--- src/rtl/z_cska_pipe.sv ---
// z_cska_pipe: pipelined carry-skip adder/subtractor. Each stage resolves one BLOCK-bit skip group.
// Handshake: in_ready = !out_valid | out_ready. When it is low, the whole pipeline holds.
`default_nettype none

module z_cska_pipe #(
  parameter int WIDTH = 16,
  parameter int BLOCK = 4
) (
  input  logic             clk,
  input  logic             rst_n,
  input  logic             in_valid,
  output logic             in_ready,
  input  logic [WIDTH-1:0] a,
  input  logic [WIDTH-1:0] b,
  input  logic             c_in,
  input  logic             sub,
  output logic             out_valid,
  input  logic             out_ready,
  output logic [WIDTH-1:0] sum,
  output logic             c_out,
  output logic             overflow
);

  localparam int NB = WIDTH / BLOCK;

  if (BLOCK < 1 || (WIDTH % BLOCK) != 0) begin : g_param_check
    $error("z_cska_pipe: WIDTH must be a positive multiple of BLOCK");
  end

  // Stage registers. The a/b words shift right by BLOCK per stage, so the next
  // group to resolve always sits in the low bits. The sum word shifts in from
  // the top, so after NB stages slice 0 ends up at bit 0.
  logic [WIDTH-1:0] a_q [NB];
  logic [WIDTH-1:0] b_q [NB];
  logic [WIDTH-1:0] s_q [NB];
  logic             c_q [NB];
  logic             v_q [NB];
  logic             ovf_q;

  logic [WIDTH-1:0] a_in [NB];
  logic [WIDTH-1:0] b_in [NB];
  logic [WIDTH-1:0] s_in [NB];
  logic             cy_in [NB];
  logic             v_in [NB];

  logic [WIDTH-1:0] a_nx [NB];
  logic [WIDTH-1:0] b_nx [NB];
  logic [WIDTH-1:0] s_nx [NB];
  logic             c_nx [NB];
  logic             ovf_nx;

  logic adv;

  assign adv       = !v_q[NB-1] || out_ready;
  assign in_ready  = adv;
  assign out_valid = v_q[NB-1];
  assign sum       = s_q[NB-1];
  assign c_out     = c_q[NB-1];
  assign overflow  = ovf_q;

  always_comb begin
    a_in[0]  = a;
    b_in[0]  = sub ? ~b : b;
    s_in[0]  = '0;
    cy_in[0] = sub ? 1'b1 : c_in;
    v_in[0]  = in_valid && adv;
    for (int k = 1; k < NB; k++) begin
      a_in[k]  = a_q[k-1];
      b_in[k]  = b_q[k-1];
      s_in[k]  = s_q[k-1];
      cy_in[k] = c_q[k-1];
      v_in[k]  = v_q[k-1];
    end
  end

  logic [BLOCK-1:0] p, g, sl;
  logic             c, c_top;

  always_comb begin
    p      = '0;
    g      = '0;
    sl     = '0;
    c      = 1'b0;
    c_top  = 1'b0;
    ovf_nx = 1'b0;
    for (int k = 0; k < NB; k++) begin
      p = a_in[k][BLOCK-1:0] ^ b_in[k][BLOCK-1:0];
      g = a_in[k][BLOCK-1:0] & b_in[k][BLOCK-1:0];
      c = cy_in[k];
      for (int i = 0; i < BLOCK; i++) begin
        sl[i] = p[i] ^ c;
        c_top = c;
        c     = g[i] | (p[i] & c);
      end
      // Skip mux: a fully propagating group forwards its incoming carry directly.
      c_nx[k] = (&p) ? cy_in[k] : c;
      s_nx[k] = (s_in[k] >> BLOCK) | (WIDTH'(sl) << (WIDTH - BLOCK));
      a_nx[k] = a_in[k] >> BLOCK;
      b_nx[k] = b_in[k] >> BLOCK;
      if (k == NB - 1) begin
        ovf_nx = c_top ^ c_nx[k];
      end
    end
  end

  always_ff @(posedge clk or negedge rst_n) begin
    if (!rst_n) begin
      for (int k = 0; k < NB; k++) begin
        a_q[k] <= '0;
        b_q[k] <= '0;
        s_q[k] <= '0;
        c_q[k] <= 1'b0;
        v_q[k] <= 1'b0;
      end
      ovf_q <= 1'b0;
    end else if (adv) begin
      for (int k = 0; k < NB; k++) begin
        a_q[k] <= a_nx[k];
        b_q[k] <= b_nx[k];
        s_q[k] <= s_nx[k];
        c_q[k] <= c_nx[k];
        v_q[k] <= v_in[k];
      end
      ovf_q <= ovf_nx;
    end
  end

endmodule

`default_nettype wire

--- config.mk ---
export PLATFORM = sky130hd
export DESIGN_NAME = z_cska_pipe
export DESIGN_NICKNAME = d
export VERILOG_FILES = /design/src/rtl/z_cska_pipe.sv
export SDC_FILE = /design/constraint.sdc
export NUM_CORES = 1
export LEC_CHECK = 0
export BUFFER_PORTS_ARGS = -buffer_cell sky130_fd_sc_hd__buf_2
export CAP_MARGIN = 20
export CORE_AREA = 2 2 103 105
export DETAILED_ROUTE_END_ITERATION = 10
export DIE_AREA = 0 0 105 107
export PLACE_DENSITY = 0.62
export SYNTH_ARGS = -nofsm -noshare
export SYNTH_HDL_FRONTEND = slang
export SYNTH_SLANG_ARGS = --single-unit
--- constraint.sdc ---
create_clock -name clk -period 4.6 [get_ports clk]
set_clock_uncertainty 0.2 [all_clocks]
set_input_delay 0.23 -clock clk [delete_from_list [all_inputs] [get_ports clk]]
set_output_delay 0.23 -clock clk [all_outputs]
set_load 0.1 [all_outputs]
======== Yosys cells after proc, flatten, opt, wreduce, memory -nomap -nowiden ========
Cells that the tools add are included.
cells by class
  reductions and logical operators ........ 7
  bitwise logic cells ..................... 61
  mux-type cells .......................... 6
operator list
  operator              number
  OR 12 x 16 -> 16 bit  3
  bitwise XOR 1 bit     17
  AND 1 bit             16
  AND 4 bit             4
  two-way mux 16 bit    1
  inverter 16 bit       1
  OR 1 bit              16
  AND reduction 4 bit   4
  bitwise XOR 4 bit     4
  two-way mux 1 bit     5
  logical AND 1 bit     1
  zero test 1 bit       1
  logical OR 1 bit      1
word-level totals
  register bits after elaboration ......... 109
  word-level logic and storage cells ...... 93
  input port bits ......................... 38
  output and inout bits ................... 20

======== Depth between registers and ports, before layout ========
Gate-level depths: netlist (run 1).
  word-level depth ........................ 12
  mapped depth ............................ 11
  depth with buffers taken out ............ 9

======== Worst setup path before layout (run 1) ========
OpenSTA, ideal clock, no wires.
  path type ............................... input port to flip-flop
  start ................................... input port sub
  end ..................................... register s_q (netlist bit s_in[47])
  data required time ...................... 4.283 ns
  stages .................................. 11
  path slack .............................. 1.992 ns
  setup time .............................. 0.117 ns
  arrival ................................. 2.292 ns
  buffers on the path ..................... 2
  path through ............................ buf_4 > buf_6 > xor2_1 > fa_1 > inv_1 > fa_1 > fa_1 > inv_1 > fa_1 > nand2_1 > nand2_1
RTL lines
  what                           RTL line  RTL
  start, declared                16        input logic sub,
  end signal, assigned by index  120       s_q[k] <= s_nx[k];
  end, declared                  35        logic [WIDTH-1:0] s_q [NB];

======== Final worst setup path (run 1) ========
  start ................................... register c_q[1] (netlist name)
  end ..................................... register ovf_q (netlist: overflow)
between the ends
  longest elaborated chain between the ends .. 10
ends and longest elaborated chain
  what                             RTL line  RTL
  start, declared                  36        logic c_q [NB];
  start signal, assigned by index  121       c_q[k] <= c_nx[k];
  AND 1 bit                        93        c = g[i] | (p[i] & c);
  OR 1 bit                         93
  AND 1 bit                        93
  OR 1 bit                         93
  AND 1 bit                        93
  OR 1 bit                         93
  AND 1 bit                        93
  OR 1 bit                         93
  two-way mux 1 bit                96        c_nx[k] = (&p) ? cy_in[k] : c;
  bitwise XOR 1 bit *              101       ovf_nx = c_top ^ c_nx[k];
  end signal, assigned             124       ovf_q <= ovf_nx;
  end, declared                    38        logic ovf_q;
Mark *: on every way between the ends. The rest lies on a longest branch, timed or not.
A chain may end at the register's enable or synchronous reset.

==> results.py, run 1 <==
metrics = {
    "run_status": {
        "outcome": "finished, final reports clean",
    },
    "cts": {
        "clk-insertion-delay-late_ps": 370,
        "max-clock-path-buffers": 2,
        "number_of_buffers_created_by_cts": 9,
        "clk_transition_reported_paths_ps": 80,
        "post_cts.repair.setup_buffers": 0,
        "clock_tree.root_cell": "sky130_fd_sc_hd__clkbuf_8",
        "cts_sinks": 97,
        "cts_tree": "yes",
        "cts_resized": 0,
        "cts.htree.levels": 3,
    },
    "placed_design": {
        "post-dp-hpwl_mm": 5.01,
        "port_buffers": 57,
        "finalWeightedCongestion": 0.751,
        "place_area_um2": 4810,
    },
    "setup_path": {
        "worst_ep_required_time_ps": 4640,
        "r2r_start": "c_q[1]",
        "setup.worst_path.end_class": "flip-flop",
        "critPathCapture": "overflow",
        "setup.reg_to_reg.worst_slack_ps": 1930,
        "path_common_cell": "sky130_fd_sc_hd__fa_1",
        "crit_path_max_incr_delay_ps": 420,
        "timing.critical_path.arrival_ps": 2700,
        "path_cells": "inv_1 > fa_1 > inv_1 > fa_1 > fa_1 > inv_1 > fa_1 > nor4b_1 > nor4_2",
        "cp-start-kind": "flip-flop",
        "r2r_cells": 9,
        "critical_path_slowest_stage_cell": "sky130_fd_sc_hd__fa_1",
        "critical_path.startpoint": "c_q[1]",
        "crit-reg2reg-capture": "overflow",
        "critical_path.max_fanout": 4,
        "ws_path_type": "reg2reg",
    },
    "sta": {
        "fin_tns_setup_ps": 0,
        "fmax_ghz": 0.375,
        "timing.max_slew.rel_slack_pct": 45.9,
        "final_hold_viol_count": 0,
        "maxSlewViolCount": 0,
        "finalSetupViolCount": 0,
        "rsz_0062_raised_after_global_routing": "no",
        "fin_crit_ps": 2670,
        "period_share_pct": 58.0,
        "worstMarginPinSlew_ps": 811,
    },
    "final_layout": {
        "design_area_um2": 5280,
        "final-seq-area_um2": 2430,
        "flow.area_growth_from_synthesis_pct": 17.6,
        "antenna_diode_count": 0,
        "multi_input_comb_area_um2": 1800,
        "post_route_cells_drive_above_1_share_pct": 15.2,
        "nFillCells": 989,
        "final_nets": 605,
    },
    "floorplanning": {
        "floorplan.initialDensity_pct": 44.5,
        "fp.dieArea_um2": 11200,
        "placement_rows": 37,
        "die_w_um": 105,
        "chipHeight_um": 107,
        "ios": 58,
        "core_area_um2": 10100,
    },
    "routing": {
        "drcViolationCount": 0,
        "vias_per_cell": 4.53,
        "antenna_violating_nets_post_route": 0,
        "initialDrtViolationCount": 135,
        "route.vias.total": 3062,
        "avgRoutedWirePerCell_um": 11.2,
        "routed_wire_length_mm": 7.59,
        "drt_first_pass_iters": 4,
    },
    "logic_synthesis": {
        "synth.ff_latch_count": 97,
        "yosysUniqueCellTypes": 26,
        "post-synth-top-area-cell": "sky130_fd_sc_hd__dfrtp_1",
        "postSynthAreaPerCell_um2": 9.71,
        "post_synth_arst_share_pct": 100,
        "synth_warnings": 0,
        "synth_area_um2": 4490,
        "synthesized_netlist_net_count": 532,
        "netlist_instances": 462,
        "synth_top_flop_cell": "sky130_fd_sc_hd__dfrtp_1",
        "most_area_consuming_cells_after_synthesis": "sky130_fd_sc_hd__dfrtp_1, sky130_fd_sc_hd__nand2_1, sky130_fd_sc_hd__fa_1",
        "synth_top_cell_area_share_pct": 54.1,
        "post_synth_edffs": 0,
        "synth_sequential_area_ratio_pct": 54.1,
    },
    "power": {
        "irDropWorstVdd_v": 0.000551,
        "p_leak_nw": 2.76,
        "power_switching_share_pct": 46.5,
        "power_frac_comb_pct": 45.6,
        "pwr_density_cell_nw_per_um2": 706,
        "net-switching-power_w": 0.00173,
        "pwr-share-clk_pct": 15.4,
        "power.internal_w": 0.00199,
        "seqPwrFrac_pct": 39.1,
    },
    "job": {
        "maxCapViolCount": 0,
    },
    "min_path": {
        "min-delay-path-class": "in2reg",
    },
    "grt": {
        "grt_first_pass_wirelength_mm": 13.7,
        "grt_antenna_before_repair": 0,
        "grt_use_total_pct": 15.2,
        "grt-ovfl-total": 0,
        "maximum_number_of_pins_on_one_net_before_global_route_repair": 109,
        "number_of_global_route_vias_before_repair": 3070,
    },
}
-- power by group through the flow --
stage / Clock [W] / Sequential [W] / Combinational (W)
6_report: 0.000572 / 0.00146 / 0.00170
5_1_grt: 0.000622 / 0.00151 / 0.00191
4_1_cts: 0.000592 / 0.00146 / 0.00173
3_3_place_gp: 0 / 0.00146 / 0.00166
3_5_place_dp: 0 / 0.00148 / 0.00171
2_1_floorplan: 0 / 0.00202 / 0.000822
-- layout make-up --
type                            instances  area share [%]
Inverter                               28            2.09
Clock inverter                          2           0.664
Sequential cell                        97            46.0
Tap cell                              136            3.23
Timing Repair Buffer                   85            10.7
Clock buffer                           14            3.27
Multi-Input combinational cell        314            34.1
-- critical path, delay by kind of cell (launching register included) --
kind | cells | cell delay [ps]
adder cells (fa/ha/maj) | 4 | 1200
flip-flops | 1 | 380
buffers and inverters | 3 | 260
AND/OR/NAND/NOR | 2 | 500
-- logic make-up after synthesis --
kind of cell	Yosys count	share of synthesized area, %
xor gates and xnor gates	16	3.12
DFF	97	54.1
adders and majority gates	32	11.6
buffers and inverters	51	5.83
and+or+nand+nor	227	20.1
muxes	7	1.65
AOI/OAI and AO/OA	32	3.63
-- stage by stage --
step | total power, W | utilization [%] | cells | worst slack (ps) | hold slack, ps
3_3_place_gp | 0.00312 | 47.6 | 634 | 1830 | 89.5
2_1_floorplan | 0.00285 | - | 462 | 1990 | -266
3_5_place_dp | 0.00319 | 47.6 | 634 | 1740 | 96.6
6_report | 0.00372 | 52.3 | 676 | 1930 | 70.0
5_1_grt | 0.00405 | 52.3 | 676 | 1750 | 70.7
4_1_cts | 0.00378 | 52.3 | 676 | 1920 | 55.3
-- timing repair --
action	4_1_cts	5_1_grt
hold endpoints to repair	75	0
hold buffers	26	0
setup endpoints to repair	0	0
-- Yosys cell counts (2+ instances only) --
library cell and instances:
sky130_fd_sc_hd__a21oi_1 8, sky130_fd_sc_hd__buf_4 8, sky130_fd_sc_hd__nor2_1 8, sky130_fd_sc_hd__ha_1 16, sky130_fd_sc_hd__o21ai_0 23, sky130_fd_sc_hd__buf_6 3
sky130_fd_sc_hd__nand4_1 4, sky130_fd_sc_hd__nand2_1 207, sky130_fd_sc_hd__xor2_1 6, sky130_fd_sc_hd__clkbuf_1 2, sky130_fd_sc_hd__mux2i_1 4, sky130_fd_sc_hd__mux2_2 3
sky130_fd_sc_hd__xnor2_1 10, sky130_fd_sc_hd__buf_2 10, sky130_fd_sc_hd__or2_2 2, sky130_fd_sc_hd__fa_1 16, sky130_fd_sc_hd__dfrtp_1 97, sky130_fd_sc_hd__inv_1 27
-- placed cells by master, fill, tap and decap left out, types with 2 or more instances in the layout --
cell type,Yosys,final
sky130_fd_sc_hd__a21oi_1,8,8
sky130_fd_sc_hd__buf_2,10,56
sky130_fd_sc_hd__buf_4,8,3
sky130_fd_sc_hd__clkbuf_1,2,2
sky130_fd_sc_hd__clkbuf_8,0,12
sky130_fd_sc_hd__dfrtp_1,97,97
sky130_fd_sc_hd__dlygate4sd3_1,0,26
sky130_fd_sc_hd__fa_1,16,16
sky130_fd_sc_hd__ha_1,16,16
sky130_fd_sc_hd__inv_1,27,27
sky130_fd_sc_hd__mux2_2,3,3
sky130_fd_sc_hd__mux2i_1,4,4
sky130_fd_sc_hd__nand2_1,207,207
sky130_fd_sc_hd__nand4_1,4,4
sky130_fd_sc_hd__nor2_1,8,8
sky130_fd_sc_hd__o21ai_0,23,23
sky130_fd_sc_hd__or2_2,2,2
sky130_fd_sc_hd__xnor2_1,10,10
sky130_fd_sc_hd__xor2_1,6,6
-- how the worst min path moves through the flow --
stage / from / endpoint / slack, ps / cells after the start
floorplan: rst_n / a_in[0] / -270 / 0
global placement: rst_n / a_in[38] / 90 / 1
detailed placement: rst_n / b_in[41] / 100 / 1
CTS: a[3] / s_in[47] / 60 / 4
global route: a[3] / s_in[47] / 70 / 4
finish: a[3] / s_in[47] / 70 / 4
-- metal layers --
| metal | vias to the layer above | track usage, % | share of wire [%] |
|---|---|---|---|
| li1 | 1559 | - | - |
| met1 | 1433 | 19.8 | 49 |
| met2 | 62 | 24.3 | 45 |
| met3 | 8 | 4.26 | 4.4 |
| met4 | 0 | 5.52 | 1.1 |
| met5 | - | 0 | 0 |
-- sequential cells by signal (all words and copies together), names as in the netlist --
name	cells
a_in	24
b_in	24
c_out	1
c_q	3
out_valid	1
overflow	1
s_in	24
sum	16
v_in	3
No activity file was read; power rests on OpenSTA's default activity.
==> run 2: changes to the inputs <==
Settings changed: ABC_AREA set to 1, CORE_AREA 2 2 103 105 to 2 2 104 106, DIE_AREA 0 0 105 107 to 0 0 106 108, PLACE_DENSITY 0.62 to 0.61.
Clock period 4.6 ns to 2.8 ns, I/O delays scaled along.
==> run 2 against run 1 <==
  * Total power up 66%
  * Critical endpoint unchanged
  * Critical path type unchanged
  * Register-to-register slack worse by 1600 ps
  * Area after synthesis up 0.33%
  * Hold slack worse by 25 ps
  * Largest power group unchanged
  * Die area up 1.9%
  * Utilization up 0.18 points
  * Non-clock buffer count up 11
==> results.py, run 2 <==
metrics = {
    "run_status": {
        "outcome": "finished, final reports clean",
    },
    "logic_synthesis": {
        "synthesized_netlist_net_count": 535,
        "most_area_consuming_cells_after_synthesis": "sky130_fd_sc_hd__dfrtp_1, sky130_fd_sc_hd__nand2_1, sky130_fd_sc_hd__fa_1",
        "synth_most_common_cell": "sky130_fd_sc_hd__nand2_1",
        "synth_xor_area_share_pct": 3.11,
        "yosysUniqueCellTypes": 23,
        "synth.ff_latch_count": 97,
        "post_synth_mux_area_share_pct": 0,
        "synth-simple-area-share_pct": 16.6,
        "post-synth-top-area-cell": "sky130_fd_sc_hd__dfrtp_1",
        "synth_top_flop_cell": "sky130_fd_sc_hd__dfrtp_1",
        "postSynthAreaPerCell_um2": 9.68,
        "synth_top_cell_area_share_pct": 53.9,
        "synth_sequential_area_ratio_pct": 53.9,
        "post_synth_edffs": 0,
        "synth_area_um2": 4500,
        "netlist_instances": 465,
        "ys_top_cells_by_count": "sky130_fd_sc_hd__nand2_1, sky130_fd_sc_hd__dfrtp_1, sky130_fd_sc_hd__inv_1, sky130_fd_sc_hd__o21ai_0",
        "synthAdderAreaFrac_pct": 11.6,
        "post_synth_arst_share_pct": 100,
        "largest_family_of_logic_cells_by_synthesized_area": "simple AND/OR/NAND/NOR gates",
        "synth_warnings": 0,
        "post_synthesis_compound_gate_area_fraction_pct": 6.81,
    },
    "power": {
        "irDropWorstVdd_v": 0.000753,
        "seqPwrFrac_pct": 38.2,
        "power.internal_w": 0.00335,
        "pwr_density_cell_nw_per_um2": 1150,
        "pwr-share-clk_pct": 17.2,
        "net-switching-power_w": 0.00284,
        "power_switching_share_pct": 45.9,
        "p_leak_nw": 2.75,
        "power_frac_comb_pct": 44.6,
    },
    "floorplanning": {
        "chipHeight_um": 108,
        "core_area_um2": 10200,
        "floorplan.initialDensity_pct": 44.0,
        "ios": 58,
        "placement_rows": 37,
        "fp.dieArea_um2": 11400,
        "die_w_um": 106,
    },
    "min_path": {
        "min-delay-path-class": "in2reg",
        "hold-path-cell-count": 3,
        "worst_hold_path.endpoint": "out_valid",
        "min_from": "out_ready",
    },
    "grt": {
        "grt_use_total_pct": 15.2,
        "maximum_number_of_pins_on_one_net_before_global_route_repair": 68,
        "grt_first_pass_wirelength_mm": 13.8,
        "number_of_global_route_vias_before_repair": 3053,
        "grt-ovfl-total": 0,
        "grt_antenna_before_repair": 0,
    },
    "setup_path": {
        "ws_path_type": "reg2reg",
        "setup.reg_to_reg.worst_slack_ps": 380,
        "cp-start-kind": "flip-flop",
        "r2r_start": "c_q[1]",
        "critical_path.max_fanout": 3,
        "timing.critical_path.arrival_ps": 2490,
        "setup.worst_path.end_class": "flip-flop",
        "r2r_cells": 11,
        "crit-reg2reg-capture": "overflow",
        "worst_ep_required_time_ps": 2870,
    },
    "sta": {
        "fmax_ghz": 0.413,
        "rsz_0062_raised_after_global_routing": "no",
        "worstMarginPinSlew_ps": 686,
        "fin_crit_ps": 2420,
        "finalSetupViolCount": 0,
        "timing.max_slew.rel_slack_pct": 54.3,
        "final_hold_viol_count": 0,
        "period_share_pct": 86.5,
        "fin_tns_setup_ps": 0,
        "setup_slack_ps": 379,
        "maxSlewViolCount": 0,
    },
    "cts": {
        "cts_resized": 0,
        "cts_tree": "yes",
        "cts.htree.levels": 3,
        "clk_transition_reported_paths_ps": 90,
        "cts_hold_buf": 29,
        "clk-insertion-delay-late_ps": 370,
        "number_of_buffers_created_by_cts": 9,
        "post_cts.repair.setup_buffers": 0,
        "clock_tree.root_cell": "sky130_fd_sc_hd__clkbuf_8",
        "cts_sinks": 97,
        "max-clock-path-buffers": 2,
    },
    "final_layout": {
        "nFillCells": 946,
        "antenna_diode_count": 0,
        "final_nets": 619,
        "layout.cells.most_common": "sky130_fd_sc_hd__nand2_1",
        "multi_input_comb_area_um2": 1710,
        "final-seq-area_um2": 2430,
        "post_route_cells_drive_above_1_share_pct": 15.0,
        "design_area_um2": 5370,
        "utilization_pct": 52.5,
        "flow.area_growth_from_synthesis_pct": 19.2,
        "most_frequent_cells_in_the_layout": "sky130_fd_sc_hd__nand2_1, sky130_fd_sc_hd__dfrtp_1, sky130_fd_sc_hd__buf_2",
    },
    "placed_design": {
        "finalWeightedCongestion": 0.795,
        "dp_slack_ps": 327,
        "post-dp-hpwl_mm": 5.45,
        "place_area_um2": 4840,
        "port_buffers": 57,
    },
    "routing": {
        "vias_per_cell": 4.49,
        "avgRoutedWirePerCell_um": 11.6,
        "drcViolationCount": 0,
        "antenna_violating_nets_post_route": 0,
        "drt_first_pass_iters": 4,
        "route.vias.total": 3094,
        "routed_wire_length_mm": 7.97,
        "initialDrtViolationCount": 83,
    },
    "job": {
        "maxCapViolCount": 0,
    },
}
-- run 2: cell count changes in the layout (fill, tap and decap cells not counted), sizes merged, moves of 6 or more --
cell / change
o21ai: +34
a21oi: -8
nor2: -6
inv: +14
nand2: -22
buf: +8
-- run 2: how the worst max path moves through the flow --
stage            from        to  slack, ps  depth (start not counted)
6_report       c_q[1]  overflow        380                         11
5_1_grt        c_q[1]  overflow        120                         11
4_1_cts        c_q[1]  overflow        370                         11
3_5_place_dp      sub  s_in[47]        330                         12
3_3_place_gp      sub  s_in[47]        360                         12
2_1_floorplan     sub  s_in[47]        230                         11
-- run 2: layout make-up --
type | instances | share of cell area [%]
clock inverters | 5 | 1.96
inverters | 42 | 2.94
multi-input cells | 303 | 31.9
well taps | 136 | 3.17
flip-flops and latches | 97 | 45.2
clock buffers | 10 | 2.38
repair buffers | 96 | 12.4
-- run 2: power groups by stage --
stage                     registers [W]  clock network [W]  logic [W]
after floorplan                 0.00329                  0    0.00135
after global placement          0.00237                  0    0.00273
after detailed placement        0.00240                  0    0.00276
after CTS                       0.00238            0.00109    0.00281
after global routing            0.00245            0.00115    0.00310
final                           0.00237            0.00106    0.00276
-- run 2: logic make-up (layout without fill, tap and decap cells) --
family                   Yosys count  count (layout)
XOR/XNOR                          16              16
AND/OR/NAND/NOR                  195             195
adder cells (fa/ha/maj)           32              32
flip-flops                        97              97
buffers and inverters             65             153
AO/OA/AOI/OAI                     60              60
-- run 2: layer usage --
layer	track usage, %	share of wire [%]	vias to the layer above
li1	-	-	1585
met1	20.3	49	1441
met2	23.9	45	55
met3	4.22	3.8	13
met4	6.20	2.2	0
met5	0	0	-
-- run 2: metrics by stage --
| stage | hold WS [ps] | total power, W | instances |
|---|---|---|---|
| final | 44.8 | 0.00619 | 689 |
| after global placement | 29.3 | 0.00510 | 645 |
| after global routing | 55.3 | 0.00670 | 689 |
| after floorplan | -356 | 0.00464 | 465 |
| after detailed placement | 29.2 | 0.00517 | 645 |
| after CTS | 36.9 | 0.00628 | 689 |
-- run 2: critical path: stages, from the launching register on --
cell,delay [ps]
sky130_fd_sc_hd__dfrtp_1,400
sky130_fd_sc_hd__inv_1,100
sky130_fd_sc_hd__fa_1,170
sky130_fd_sc_hd__inv_1,50
sky130_fd_sc_hd__fa_1,370
sky130_fd_sc_hd__fa_1,390
sky130_fd_sc_hd__inv_1,100
sky130_fd_sc_hd__fa_1,170
sky130_fd_sc_hd__o21bai_1,120
sky130_fd_sc_hd__nand3_1,90
sky130_fd_sc_hd__nand3_1,90
sky130_fd_sc_hd__nand2_1,50
